`src/rtl/load_store_unit_if.sv`:
```
// Core/memory handshake bundle for load_store_unit.
// master: the load/store unit itself (accepts core requests, drives the memory port).
// slave : the environment around it (execute stage and data memory).
interface load_store_unit_if;
    logic        req_valid;
    logic        req_ready;
    logic        req_write;
    logic [2:0]  req_funct3;
    logic [31:0] req_addr;
    logic [31:0] req_wdata;
    logic        resp_valid;
    logic [31:0] resp_rdata;
    logic        resp_err;
    logic        mem_req;
    logic        mem_we;
    logic [31:0] mem_addr;
    logic [3:0]  mem_be;
    logic [31:0] mem_wdata;
    logic [31:0] mem_rdata;
    logic        mem_ack;

    modport master (
        input  req_valid, req_write, req_funct3, req_addr, req_wdata,
        output req_ready, resp_valid, resp_rdata, resp_err,
        output mem_req, mem_we, mem_addr, mem_be, mem_wdata,
        input  mem_rdata, mem_ack
    );

    modport slave (
        output req_valid, req_write, req_funct3, req_addr, req_wdata,
        input  req_ready, resp_valid, resp_rdata, resp_err,
        input  mem_req, mem_we, mem_addr, mem_be, mem_wdata,
        output mem_rdata, mem_ack
    );
endinterface

```
`src/rtl/load_store_unit.sv`:
```
// load_store_unit: byte-addressed load/store initiator for the data memory.
// Issues word-aligned accesses with byte enables, aligns and extends read data,
// and guards every memory transaction with a timeout.
// Build option LSU_SPLIT_EN: when defined, word-crossing accesses are split into
// two transactions; when undefined they are trapped with resp_err.
//
// state  | meaning
// IDLE   | ready for a request
// ISSUE0 | strobe first (or only) memory transaction
// WAIT0  | wait for ack of first transaction, timeout-guarded
// ISSUE1 | strobe second transaction of a word-crossing access
// WAIT1  | wait for ack of second transaction, timeout-guarded
// RESP   | one-cycle response to the core
module load_store_unit #(
    parameter int TIMEOUT_CYCLES = 16,
    parameter int CNT_W          = 5
) (
    input logic               clk,
    input logic               rst_n,
    load_store_unit_if.master bus
);

    typedef enum logic [2:0] {
        S_IDLE   = 3'd0,
        S_ISSUE0 = 3'd1,
        S_WAIT0  = 3'd2,
        S_ISSUE1 = 3'd3,
        S_WAIT1  = 3'd4,
        S_RESP   = 3'd5
    } state_t;

    state_t             state_q, state_d;
    logic               write_q, write_d;
    logic [2:0]         funct3_q, funct3_d;
    logic [31:0]        addr_q, addr_d;
    logic [31:0]        wdata_q, wdata_d;
    logic [31:0]        rdata0_q, rdata0_d;
    logic [31:0]        rdata1_q, rdata1_d;
    logic               err_q, err_d;
    logic [CNT_W-1:0]   cnt_q, cnt_d;

    logic               req_ready_c, resp_valid_c, resp_err_c;
    logic [31:0]        resp_rdata_c;
    logic               mem_req_c, mem_we_c;
    logic [31:0]        mem_addr_c, mem_wdata_c;
    logic [3:0]         mem_be_c;

    function automatic logic [2:0] access_size(input logic [1:0] f);
        case (f)
            2'b00:   access_size = 3'd1;
            2'b01:   access_size = 3'd2;
            default: access_size = 3'd4;
        endcase
    endfunction

    function automatic logic crosses_word(input logic [1:0] off, input logic [1:0] f);
        logic [2:0] last;
        last = {1'b0, off} + access_size(f);
        crosses_word = (last > 3'd4);
    endfunction

    function automatic logic is_illegal(input logic w, input logic [2:0] f);
        is_illegal = (f == 3'b011) || (f == 3'b110) || (f == 3'b111) || (w && f[2]);
    endfunction

    logic [1:0]  off_w;
    logic [3:0]  lane_mask_w;
    logic [7:0]  mask_w;
    logic [63:0] wdata64_w;
    logic [31:0] rword_w;
    logic [31:0] load_ext_w;
    logic        cross_w;
    logic        tmo_w;

    // Lane mask, shifted data and extended load result from the latched request
    always_comb begin
        off_w = addr_q[1:0];
        case (funct3_q[1:0])
            2'b00:   lane_mask_w = 4'b0001;
            2'b01:   lane_mask_w = 4'b0011;
            default: lane_mask_w = 4'b1111;
        endcase
        mask_w    = {4'h0, lane_mask_w} << off_w;
        wdata64_w = {32'h0, wdata_q} << {off_w, 3'b000};
        rword_w   = 32'({rdata1_q, rdata0_q} >> {off_w, 3'b000});
        case (funct3_q)
            3'b000:  load_ext_w = {{24{rword_w[7]}}, rword_w[7:0]};
            3'b001:  load_ext_w = {{16{rword_w[15]}}, rword_w[15:0]};
            3'b100:  load_ext_w = {24'h0, rword_w[7:0]};
            3'b101:  load_ext_w = {16'h0, rword_w[15:0]};
            default: load_ext_w = rword_w;
        endcase
        cross_w = crosses_word(off_w, funct3_q[1:0]);
        tmo_w   = (cnt_q == CNT_W'(TIMEOUT_CYCLES - 1));
    end

    // Next-state and output decode
    always_comb begin
        state_d  = state_q;
        write_d  = write_q;
        funct3_d = funct3_q;
        addr_d   = addr_q;
        wdata_d  = wdata_q;
        rdata0_d = rdata0_q;
        rdata1_d = rdata1_q;
        err_d    = err_q;
        cnt_d    = cnt_q;

        req_ready_c  = 1'b0;
        resp_valid_c = 1'b0;
        resp_err_c   = 1'b0;
        resp_rdata_c = '0;
        mem_req_c    = 1'b0;
        mem_we_c     = 1'b0;
        mem_addr_c   = '0;
        mem_be_c     = '0;
        mem_wdata_c  = '0;

        case (state_q)
            S_IDLE: begin
                req_ready_c = 1'b1;
                if (bus.req_valid) begin
                    write_d  = bus.req_write;
                    funct3_d = bus.req_funct3;
                    addr_d   = bus.req_addr;
                    wdata_d  = bus.req_wdata;
                    rdata0_d = '0;
                    rdata1_d = '0;
                    cnt_d    = '0;
                    err_d    = 1'b0;
                    if (is_illegal(bus.req_write, bus.req_funct3)) begin
                        err_d   = 1'b1;
                        state_d = S_RESP;
`ifdef LSU_SPLIT_EN
                    end else begin
                        state_d = S_ISSUE0;
                    end
`else
                    end else if (crosses_word(bus.req_addr[1:0], bus.req_funct3[1:0])) begin
                        err_d   = 1'b1;
                        state_d = S_RESP;
                    end else begin
                        state_d = S_ISSUE0;
                    end
`endif
                end
            end
            S_ISSUE0: begin
                mem_req_c   = 1'b1;
                mem_we_c    = write_q;
                mem_addr_c  = {addr_q[31:2], 2'b00};
                mem_be_c    = mask_w[3:0];
                mem_wdata_c = wdata64_w[31:0];
                cnt_d       = '0;
                state_d     = S_WAIT0;
            end
            S_WAIT0: begin
                if (bus.mem_ack) begin
                    rdata0_d = bus.mem_rdata;
                    state_d  = cross_w ? S_ISSUE1 : S_RESP;
                end else if (tmo_w) begin
                    err_d   = 1'b1;
                    state_d = S_RESP;
                end else begin
                    cnt_d = cnt_q + CNT_W'(1);
                end
            end
            S_ISSUE1: begin
                mem_req_c   = 1'b1;
                mem_we_c    = write_q;
                mem_addr_c  = {addr_q[31:2] + 30'd1, 2'b00};
                mem_be_c    = mask_w[7:4];
                mem_wdata_c = wdata64_w[63:32];
                cnt_d       = '0;
                state_d     = S_WAIT1;
            end
            S_WAIT1: begin
                if (bus.mem_ack) begin
                    rdata1_d = bus.mem_rdata;
                    state_d  = S_RESP;
                end else if (tmo_w) begin
                    err_d   = 1'b1;
                    state_d = S_RESP;
                end else begin
                    cnt_d = cnt_q + CNT_W'(1);
                end
            end
            S_RESP: begin
                resp_valid_c = 1'b1;
                resp_err_c   = err_q;
                resp_rdata_c = (err_q || write_q) ? 32'h0 : load_ext_w;
                state_d      = S_IDLE;
            end
            default: state_d = S_IDLE;
        endcase

        // Outputs are held quiet for the whole time reset is asserted,
        // not only after the first reset edge has been seen.
        if (!rst_n) begin
            req_ready_c  = 1'b0;
            resp_valid_c = 1'b0;
            resp_err_c   = 1'b0;
            resp_rdata_c = '0;
            mem_req_c    = 1'b0;
            mem_we_c     = 1'b0;
            mem_addr_c   = '0;
            mem_be_c     = '0;
            mem_wdata_c  = '0;
        end
    end

    // State and latched-request registers
    always_ff @(posedge clk) begin
        if (!rst_n) begin
            state_q  <= S_IDLE;
            write_q  <= 1'b0;
            funct3_q <= '0;
            addr_q   <= '0;
            wdata_q  <= '0;
            rdata0_q <= '0;
            rdata1_q <= '0;
            err_q    <= 1'b0;
            cnt_q    <= '0;
        end else begin
            state_q  <= state_d;
            write_q  <= write_d;
            funct3_q <= funct3_d;
            addr_q   <= addr_d;
            wdata_q  <= wdata_d;
            rdata0_q <= rdata0_d;
            rdata1_q <= rdata1_d;
            err_q    <= err_d;
            cnt_q    <= cnt_d;
        end
    end

    assign bus.req_ready  = req_ready_c;
    assign bus.resp_valid = resp_valid_c;
    assign bus.resp_err   = resp_err_c;
    assign bus.resp_rdata = resp_rdata_c;
    assign bus.mem_req    = mem_req_c;
    assign bus.mem_we     = mem_we_c;
    assign bus.mem_addr   = mem_addr_c;
    assign bus.mem_be     = mem_be_c;
    assign bus.mem_wdata  = mem_wdata_c;

endmodule
```
`src/flat_wrapper.sv`:
```
// flat-port wrapper written by rule: the top's interface ports become plain ports
module load_store_unit_flat 
#(
    parameter int TIMEOUT_CYCLES = 16,
    parameter int CNT_W          = 5
)
  (clk, rst_n, bus_req_valid, bus_req_write, bus_req_funct3, bus_req_addr, bus_req_wdata, bus_req_ready, bus_resp_valid, bus_resp_rdata, bus_resp_err, bus_mem_req, bus_mem_we, bus_mem_addr, bus_mem_be, bus_mem_wdata, bus_mem_rdata, bus_mem_ack);
  load_store_unit_if bus_i ();
  input logic clk;
  input logic rst_n;
  input wire logic [$bits(bus_i.req_valid)-1:0] bus_req_valid;
  input wire logic [$bits(bus_i.req_write)-1:0] bus_req_write;
  input wire logic [$bits(bus_i.req_funct3)-1:0] bus_req_funct3;
  input wire logic [$bits(bus_i.req_addr)-1:0] bus_req_addr;
  input wire logic [$bits(bus_i.req_wdata)-1:0] bus_req_wdata;
  output wire logic [$bits(bus_i.req_ready)-1:0] bus_req_ready;
  output wire logic [$bits(bus_i.resp_valid)-1:0] bus_resp_valid;
  output wire logic [$bits(bus_i.resp_rdata)-1:0] bus_resp_rdata;
  output wire logic [$bits(bus_i.resp_err)-1:0] bus_resp_err;
  output wire logic [$bits(bus_i.mem_req)-1:0] bus_mem_req;
  output wire logic [$bits(bus_i.mem_we)-1:0] bus_mem_we;
  output wire logic [$bits(bus_i.mem_addr)-1:0] bus_mem_addr;
  output wire logic [$bits(bus_i.mem_be)-1:0] bus_mem_be;
  output wire logic [$bits(bus_i.mem_wdata)-1:0] bus_mem_wdata;
  input wire logic [$bits(bus_i.mem_rdata)-1:0] bus_mem_rdata;
  input wire logic [$bits(bus_i.mem_ack)-1:0] bus_mem_ack;
  assign bus_i.req_valid = bus_req_valid;
  assign bus_i.req_write = bus_req_write;
  assign bus_i.req_funct3 = bus_req_funct3;
  assign bus_i.req_addr = bus_req_addr;
  assign bus_i.req_wdata = bus_req_wdata;
  assign bus_req_ready = bus_i.req_ready;
  assign bus_resp_valid = bus_i.resp_valid;
  assign bus_resp_rdata = bus_i.resp_rdata;
  assign bus_resp_err = bus_i.resp_err;
  assign bus_mem_req = bus_i.mem_req;
  assign bus_mem_we = bus_i.mem_we;
  assign bus_mem_addr = bus_i.mem_addr;
  assign bus_mem_be = bus_i.mem_be;
  assign bus_mem_wdata = bus_i.mem_wdata;
  assign bus_i.mem_rdata = bus_mem_rdata;
  assign bus_i.mem_ack = bus_mem_ack;
  load_store_unit #(.TIMEOUT_CYCLES(TIMEOUT_CYCLES), .CNT_W(CNT_W)) u_core (.clk(clk), .rst_n(rst_n), .bus(bus_i));
endmodule
```
`config.mk`:
```
export PLATFORM = sky130hd
export DESIGN_NAME = load_store_unit_flat
export DESIGN_NICKNAME = d
export VERILOG_FILES = /design/src/rtl/load_store_unit_if.sv /design/src/rtl/load_store_unit.sv /design/src/flat_wrapper.sv
export SDC_FILE = /design/constraint.sdc
export NUM_CORES = 1
export LEC_CHECK = 0
export ABC_AREA = 1
export BUFFER_PORTS_ARGS = -buffer_cell sky130_fd_sc_hd__buf_2
export CORE_AREA = 2 2 150 152
export CTS_CLUSTER_DIAMETER = 40
export DETAILED_ROUTE_END_ITERATION = 10
export DIE_AREA = 0 0 152 154
export SYNTH_ARGS = -nofsm -noshare
export SYNTH_HDL_FRONTEND = slang
export SYNTH_SLANG_ARGS = --single-unit
export TNS_END_PERCENT = 50
```
`constraint.sdc`:
```
create_clock -name clk -period 1.8 [get_ports clk]
set_input_delay 0.18 -clock clk [delete_from_list [all_inputs] [get_ports clk]]
set_output_delay 0.18 -clock clk [all_outputs]
set_load 0.02 [all_outputs]
```
## After elaboration in Yosys (flattened, before gate mapping)

Cells that the tools add are included.

- Register bits: 141
- Bits of input ports: 104
- Logic and storage cells: 106

- $add $sub $neg: 4
- $lt $le $gt $ge: 2
- Equality and inequality tests: 20
- Shift-type cells: 3
- Mux-type cells: 48
- Reduce and logical (&&, ||, !) cells: 20

Operator list:

| operator | count |
|---|---|
| 32-bit one-hot mux with 2 select lines | 4 |
| 32-bit two-way mux | 7 |
| 32-bit one-hot mux with 4 select lines | 1 |
| 32-bit by 5-bit << shifter with 64-bit output | 1 |
| 64-bit by 5-bit >> shifter with 32-bit output | 1 |
| 30-bit by 1-bit adder with 30-bit output, second input constant | 1 |
| 3-bit two-way mux | 10 |
| 3-bit == test, second input constant | 6 |
| 4-bit one-hot mux with 2 select lines | 2 |
| 1-bit two-way mux | 15 |
| 5-bit two-way mux | 3 |
| 3-bit one-hot mux with 5 select lines | 1 |
| 5-bit one-hot mux with 3 select lines | 1 |
| 3-bit one-hot mux with 2 select lines | 2 |
| 2-bit != test, second input constant | 5 |
| 3-bit by 2-bit == test with 1-bit output, second input constant | 3 |
| 4-bit AND reduction | 2 |
| 4-bit by 2-bit << shifter with 8-bit output | 1 |
| 2-bit by 3-bit adder with 3-bit output | 2 |
| 3-bit by 1-bit == test with 1-bit output, second input constant | 2 |
| 3-bit greater-than comparator, second input constant | 2 |
| 3-bit logical NOT | 2 |
| 3-bit AND reduction | 2 |
| 2-bit nonzero test | 3 |
| 12 further kinds | 18 |

## Longest topological paths before layout

Gate-level depths: netlist of run 1.

- Word-level depth: 13
- Gate-level depth with buffers: 11
- Depth with buffers taken out: 11

## Worst setup path before layout of run 1

Ideal clock, no wire load.

- Path type: reg2out
- Start: reg u_core.state_q[0]
- End: out bus_resp_rdata[5]
- Data arrival time: 1.710 ns
- Setup slack: -0.090 ns
- Stages on the path, launching flop included: 8
- Path buffers: 1
- Path through: dfxtp_1 inv_2 nor3_2 inv_2 nor2_4 nand3_4 buf_4 a211oi_1

- Cells in the longest elaborated chain, start to end: 3

Ends and longest elaborated chain:

| item | RTL line | RTL |
|---|---|---|
| start, declared | load_store_unit.sv:32 | `state_t state_q, state_d;` |
| start signal, assigned | load_store_unit.sv:225 | `state_q <= state_d;` |
| 3-bit == test | load_store_unit.sv:119 | `case (state_q)` |
| 32-bit two-way mux | load_store_unit.sv:119 |  |
| 32-bit two-way mux | load_store_unit.sv:199 | `if (!rst_n) begin` |
| end, declared | flat_wrapper.sv:18 | `output wire logic [$bits(bus_i.resp_rdata)-1:0] bus_resp_rdata;` |

No other way between the ends.

## Worst setup path in the final report of run 1

- Start: reg u_core.addr_q[0]
- End: out bus_resp_rdata[17]

- Cells in the longest elaborated chain, start to end: 5

Ends and longest elaborated chain:

| item | RTL line | RTL |
|---|---|---|
| start, declared | load_store_unit.sv:35 | `logic [31:0] addr_q, addr_d;` |
| start signal, assigned | load_store_unit.sv:228 | `addr_q <= addr_d;` |
| 64-bit by 5-bit >> shifter with 32-bit output | load_store_unit.sv:85 | `rword_w = 32'({rdata1_q, rdata0_q} >> {off_w, 3'b000});` |
| 32-bit one-hot mux with 4 select lines | load_store_unit.sv:86 | `case (funct3_q)` |
| 32-bit two-way mux | load_store_unit.sv:191 | `resp_rdata_c = (err_q \|\| write_q) ? 32'h0 : load_ext_w;` |
| 32-bit two-way mux | load_store_unit.sv:119 |  |
| 32-bit two-way mux | load_store_unit.sv:199 |  |

No other way between the ends.

==> results of run 1 <==
-- Yosys cell counts, types with 2 or more instances --
cell	count	area (um^2)
nand2_1	281	1050
a21oi_1	189	946
o21ai_0	176	881
nor2_1	152	571
dfxtp_1	133	2660
inv_1	94	353
nand3_1	87	435
clkbuf_1	42	158
buf_2	28	140
or2_2	20	125
a211oi_1	17	128
buf_4	14	105
inv_2	12	45.0
a31oi_1	10	62.6
nor2_2	10	62.6
nor2_4	8	90.1
o211ai_1	8	60.1
o221a_2	8	90.1
o22ai_1	8	50.1
ha_1	6	75.1
nand2_2	6	37.5
buf_1	5	18.8
buf_6	5	56.3
nand4_1	5	31.3
nor3_1	5	25.0
a22oi_1	3	22.5
clkinv_1	2	7.51
fa_1	2	40.0
nand2_4	2	22.5
nand3b_1	2	15.0
-- sequential cells by signal (all words and copies together), names as in the netlist --
signal / cells
u_core.addr_q: 32
u_core.funct3_q: 3
u_core.cnt_q: 5
u_core.state_q: 3
u_core.rdata1_q: 24
u_core.err_q: 1
u_core.rdata0_q: 32
u_core.wdata_q: 32
u_core.write_q: 1
-- power breakdown --
group | total, mW | internal [mW] | switching [mW]
Combinational | 8.83 | 3.41 | 5.43
Sequential | 4.61 | 3.84 | 0.770
Clock | 3.63 | 2.00 | 1.63
Total | 17.1 | 9.24 | 7.82
-- logic make-up after synthesis --
kind of cell             Yosys count
AO/OA/AOI/OAI                    422
other                              1
flip-flops                       133
adder cells (fa/ha/maj)            8
buffers and inverters            204
AND/OR/NAND/NOR                  588
XOR/XNOR                           2
-- what timing repair did --
item | in CTS | in global routing
gates resized for setup | 312 | 205
buffers inserted | 31 | 10
hold buffers | 12 | 0
pin swaps | 54 | 50
setup endpoints to repair | 101 | 101
hold endpoints to repair | 15 | 0
cloned | 3 | 3
-- path summary, 6_finish.rpt --
kind	start	to	slack, ps	cells past startpoint
max	u_core.addr_q[0]	bus_resp_rdata[17]	-380	6
min	bus_mem_rdata[26]	u_core.rdata0_q[26]	10	3
max reg2reg	u_core.addr_q[0]	u_core.state_q[2]	-30	8
min reg2reg	u_core.wdata_q[23]	u_core.wdata_q[23]	470	2
-- cell type report --
class	count	area, um^2	area share
Tap cell	280	350	0.0267
Sequential cell	133	2750	0.209
Clock inverter	15	178	0.0135
Inverter	110	458	0.0349
Timing Repair Buffer	353	2950	0.225
Clock buffer	17	425	0.0324
Multi-Input combinational cell	1023	6010	0.458
-- stage by stage --
step                      instances  total power, mW   util
after global placement         1841             11.4  0.474
final                          1931             17.1  0.605
after global routing           1931             18.1  0.605
after floorplan                1359             9.06      -
after CTS                      1918             16.3  0.566
after detailed placement       1841             11.5  0.474
-- routing by layer --
| layer | GRT usage | routed length [um] | vias up |
|---|---|---|---|
| met2 | 0.454 | 15900 | 436 |
| met3 | 0.0409 | 2240 | 83 |
| met1 | 0.345 | 14200 | 4829 |
| li1 | - | - | 5103 |
| met5 | 0 | 0 | - |
| met4 | 0.0961 | 997 | 0 |
-- cell usage in the layout, fill, tap and decap left out, types with 6 or more instances in the layout --
master / instances
nand2_1: 233
a21oi_1: 153
buf_4: 152
o21ai_0: 139
buf_2: 110
nor2_1: 109
dfxtp_1: 100
inv_1: 88
nand3_1: 75
buf_6: 53
nand2_2: 36
a21oi_2: 35
nor2_4: 33
nor2_2: 28
o21ai_1: 23
clkbuf_16: 20
nand2_4: 18
buf_12: 18
dfxtp_4: 18
or2_2: 16
dfxtp_2: 15
o21ai_2: 14
inv_2: 12
dlygate4sd3_1: 12
a211oi_2: 11
nand3_2: 9
o211ai_1: 8
o221a_2: 8
inv_8: 7
o22ai_1: 6
-- worst max-delay path: cells and delay by family (launching register included) --
kind | cells | cell delay, ps
simple gates | 2 | 370
flops | 1 | 440
compound gates | 1 | 280
buf+inv | 3 | 490
==> reports/metrics.csv, run 1 <==
metric,value,unit
yosysWarnings,0,
synth-edff-count,0,
area_growth_syn_to_layout,53.8,%
synth_xor_area_frac,0.00205,
synth_flop_cell,dfxtp_1,
antenna_found_initial,0,
drive_gt1_frac,0.408,
grt_overflow,0,
cp-end-kind,output port,
power_density,1300,nW/um^2
synth_area_per_cell,6.28,um^2
fin_crit,2180,ps
ys_seq_area_frac,0.312,
grt_max_degree,76,
dp_hpwl,21800,um
fillers,1961,
final_area,13100,um^2
peakVddDrop,0.740,mV
critPathMaxFanout,13,
critPathMaxStageDelay,440,ps
start_util,0.393,
cts_buffers,17,
die_w,152,um
die-height,154,um
skew,13.5,ps
numPortBuffers,206,
synth_cell_types,48,
core_area,21700,um^2
setup_violations,99,
clock_latency,430,ps
grt_usage,0.267,
grt_first_pass_wirelength,51000,um
critPathKind,flip-flop to output port,
htree_levels,4,
diodes,0,
cpMaxStageDelayCell,dfxtp_4,
fin_nets,1750,
outcome,"finished, violations left",
dr.pass1.iters,6,
synth_seq_cells,133,
die-area,23400,um^2
drv_cap,0,
leakage,5.28,nW
grt_pass1_vias,9680,
cts_sinks,133,
startpoint_type,flip-flop,
first_iter_violations,867,
synth_compound_area_frac,0.265,
synth_top_family_by_area,simple AND/OR/NAND/NOR gates,
fmax,458,MHz
cts_tree,done,
row_count,54,
cts_root_buf,clkbuf_16,
dpl_cell_area,10300,um^2
setup_ws,-385,ps
wirelength,33400,um
timing.final.hold_violations,0,
rsz0062_at_grt,yes,
syn_area,8530,um^2
place_congestion,0.978,
failed_checks,negative setup slack,
path_clk_slew,70,ps
tns,-23630,ps
synthMuxAreaShare,0,
synthAdderAreaFrac,0.0135,
async_flop_share,0,
synth-simple-area-share,0.302,
antenna_left,0,
fin_crit_sh,1.21,
maxSlewViolCount,0,
viasPerCell,5.41,
num_vias,10451,
crit_arrival,2000,ps
netlist_instances,1358,
drc,0,
ctsLongestPathBuffers,2,
cp.required,1620,ps
ioPinCount,209,
hp-class,primary input to flip-flop,
drt-wirelength-per-cell,17.3,um
preCtsSetupSlack,-39.4,ps
hold-worst-slack,9.95,ps
worstPathCellList,"inv_6, bufbuf_16, or2_2, a211oi_4, nor2_4, buf_6",
No activity file was read; power rests on OpenSTA's default activity.
==> inputs of run 2 (changes only) <==
--- a/config.mk
+++ b/config.mk
@@ -5,12 +5,12 @@
 export SDC_FILE = /design/constraint.sdc
 export NUM_CORES = 1
 export LEC_CHECK = 0
-export ABC_AREA = 1
 export BUFFER_PORTS_ARGS = -buffer_cell sky130_fd_sc_hd__buf_2
-export CORE_AREA = 2 2 150 152
+export CAP_MARGIN = 30
+export CORE_AREA = 2 2 145 147
 export CTS_CLUSTER_DIAMETER = 40
 export DETAILED_ROUTE_END_ITERATION = 10
-export DIE_AREA = 0 0 152 154
+export DIE_AREA = 0 0 147 149
 export SYNTH_ARGS = -nofsm -noshare
 export SYNTH_HDL_FRONTEND = slang
 export SYNTH_SLANG_ARGS = --single-unit
==> reports/metrics.csv, run 2 <==
metric,value,unit
fin_crit_sh,1.35,
grt_overflow,0,
maxSlewHeadroom,0.653,
first_iter_violations,857,
cp.required,1620,ps
synth_most_common_cell,nand2_1,
netlist_instances,1107,
instances_no_fill,1758,
fin_nets,1582,
register_area,2700,um^2
cts_sinks,133,
fillers,1599,
grt_first_pass_wirelength,50500,um
grt_max_degree,43,
dpl_cell_area,10800,um^2
synth_cell_types,57,
outcome,"finished, violations left",
fin_crit,2440,ps
antenna_found_initial,0,
path_clk_slew,60,ps
worst_pin_slew,519,ps
fmax,411,MHz
area_growth_syn_to_layout,76.5,%
yosysWarnings,0,
hold-worst-slack,5.80,ps
final_core_util,0.688,
yosys.area.top_type,dfxtp_1,
row_count,53,
synth_top_cell_area_share,0.332,
core_area,20600,um^2
drive_gt1_frac,0.488,
viasPerCell,5.70,
die_w,147,um
timing.final.hold_violations,0,
die-area,21900,um^2
dr.pass1.iters,5,
ys_seq_area_frac,0.332,
critPathMaxFanout,7,
power,15.2,mW
dp_hpwl,21000,um
ctsLongestPathBuffers,2,
cts_root_buf,clkbuf_16,
preCtsSetupSlack,-269,ps
htree_levels,4,
synthTopCellsByCount,"nand2_1 (231), a21oi_1 (167), dfxtp_1 (133)",
cp-end-kind,output port,
setup_ws,-636,ps
dp.cells,1644,
rsz0062_at_grt,yes,
drt-wirelength-per-cell,19.2,um
multi_input_area,6470,um^2
failed_checks,negative setup slack,
final_cell_mix,"nand2_1 (219), buf_4 (188), a21oi_1 (136)",
die-height,149,um
setup_violations,103,
maxSlewViolCount,0,
num_vias,10014,
holdPathStages,3,
synth_area_per_cell,7.24,um^2
cts_buffers,17,
async_flop_share,0,
reg_top3,"u_core.addr_q x32, u_core.rdata0_q x32, u_core.wdata_q x32",
cts_tree,done,
tns,-43360,ps
layout_commonest_cell,nand2_1,
peakVddDrop,0.830,mV
power_density,1070,nW/um^2
rr_worst_depth,10,
synth-edff-count,0,
hp-class,primary input to flip-flop,
numPortBuffers,206,
antenna_left,0,
crit_arrival,2260,ps
syn_area,8010,um^2
clock_latency,430,ps
grt_pass1_vias,9595,
synth_flop_cell,dfxtp_1,
wirelength,33700,um
final_area,14100,um^2
synth_seq_cells,133,
diodes,0,
start_util,0.390,
place_congestion,0.849,
skew,10.8,ps
startpoint_type,flip-flop,
leakage,5.33,nW
drv_cap,0,
critPathKind,flip-flop to output port,
grt_usage,0.289,
drc,0,
synth_area_leaders,"dfxtp_1 (33%), nand2_1 (11%), a21oi_1 (10%)",
ioPinCount,209,
==> run 2: timing repair <==
action,CTS,global route
cloned,13,1
gates resized for setup,343,134
hold buffers,24,0
setup buffers,31,19
setup endpoints to repair,172,145
hold endpoints to repair,24,0
pin swaps,77,77
==> run 2: path summary, 6_finish.rpt <==
| path | start | endpoint | slack (ps) |
|---|---|---|---|
| max | u_core.addr_q[8] | bus_mem_addr[17] | -640 |
| min | bus_req_wdata[6] | u_core.wdata_q[6] | 6 |
| max reg2reg | u_core.addr_q[0] | u_core.state_q[2] | -240 |
| min reg2reg | u_core.rdata0_q[10] | u_core.rdata0_q[10] | 450 |
==> run 2: layout make-up <==
type / count / area share
timing repair buffer: 443 / 0.278
clock inverter: 15 / 0.0144
tap: 275 / 0.0243
sequential: 133 / 0.191
clock buffer: 17 / 0.0301
multi-input combinational: 860 / 0.457
inverter: 15 / 0.00486
==> run 2: per-layer routing <==
metal  vias to the layer above  GRT usage  part of all wire
li1                       4665          -                 -
met1                      4809      0.383              0.42
met2                       459      0.481              0.48
met3                        81     0.0489             0.072
met4                         0     0.0995             0.025
met5                         -          0                 0
==> run 2: kinds of logic after synthesis <==
kind of cell / after synthesis / synth area share
mux: 68 / 0.0935
flops: 133 / 0.332
xor+xnor: 13 / 0.0142
simple gates: 476 / 0.271
compound gates: 290 / 0.215
buf+inv: 117 / 0.0579
other cells: 1 / 0.000468
fa+ha+maj: 9 / 0.0156
==> run 2: critical path, stage by stage, from the launching register on <==
cell,delay (ps)
dfxtp_2,320
nand4_1,110
buf_6,150
buf_8,130
or4_4,530
or4_1,400
nand2_1,90
buf_6,120
==> run 2: report_power, final <==
group | switching, mW | internal, mW
Combinational | 4.29 | 3.24
Sequential | 0.472 | 3.41
Clock | 1.43 | 2.33
Total | 6.19 | 8.97
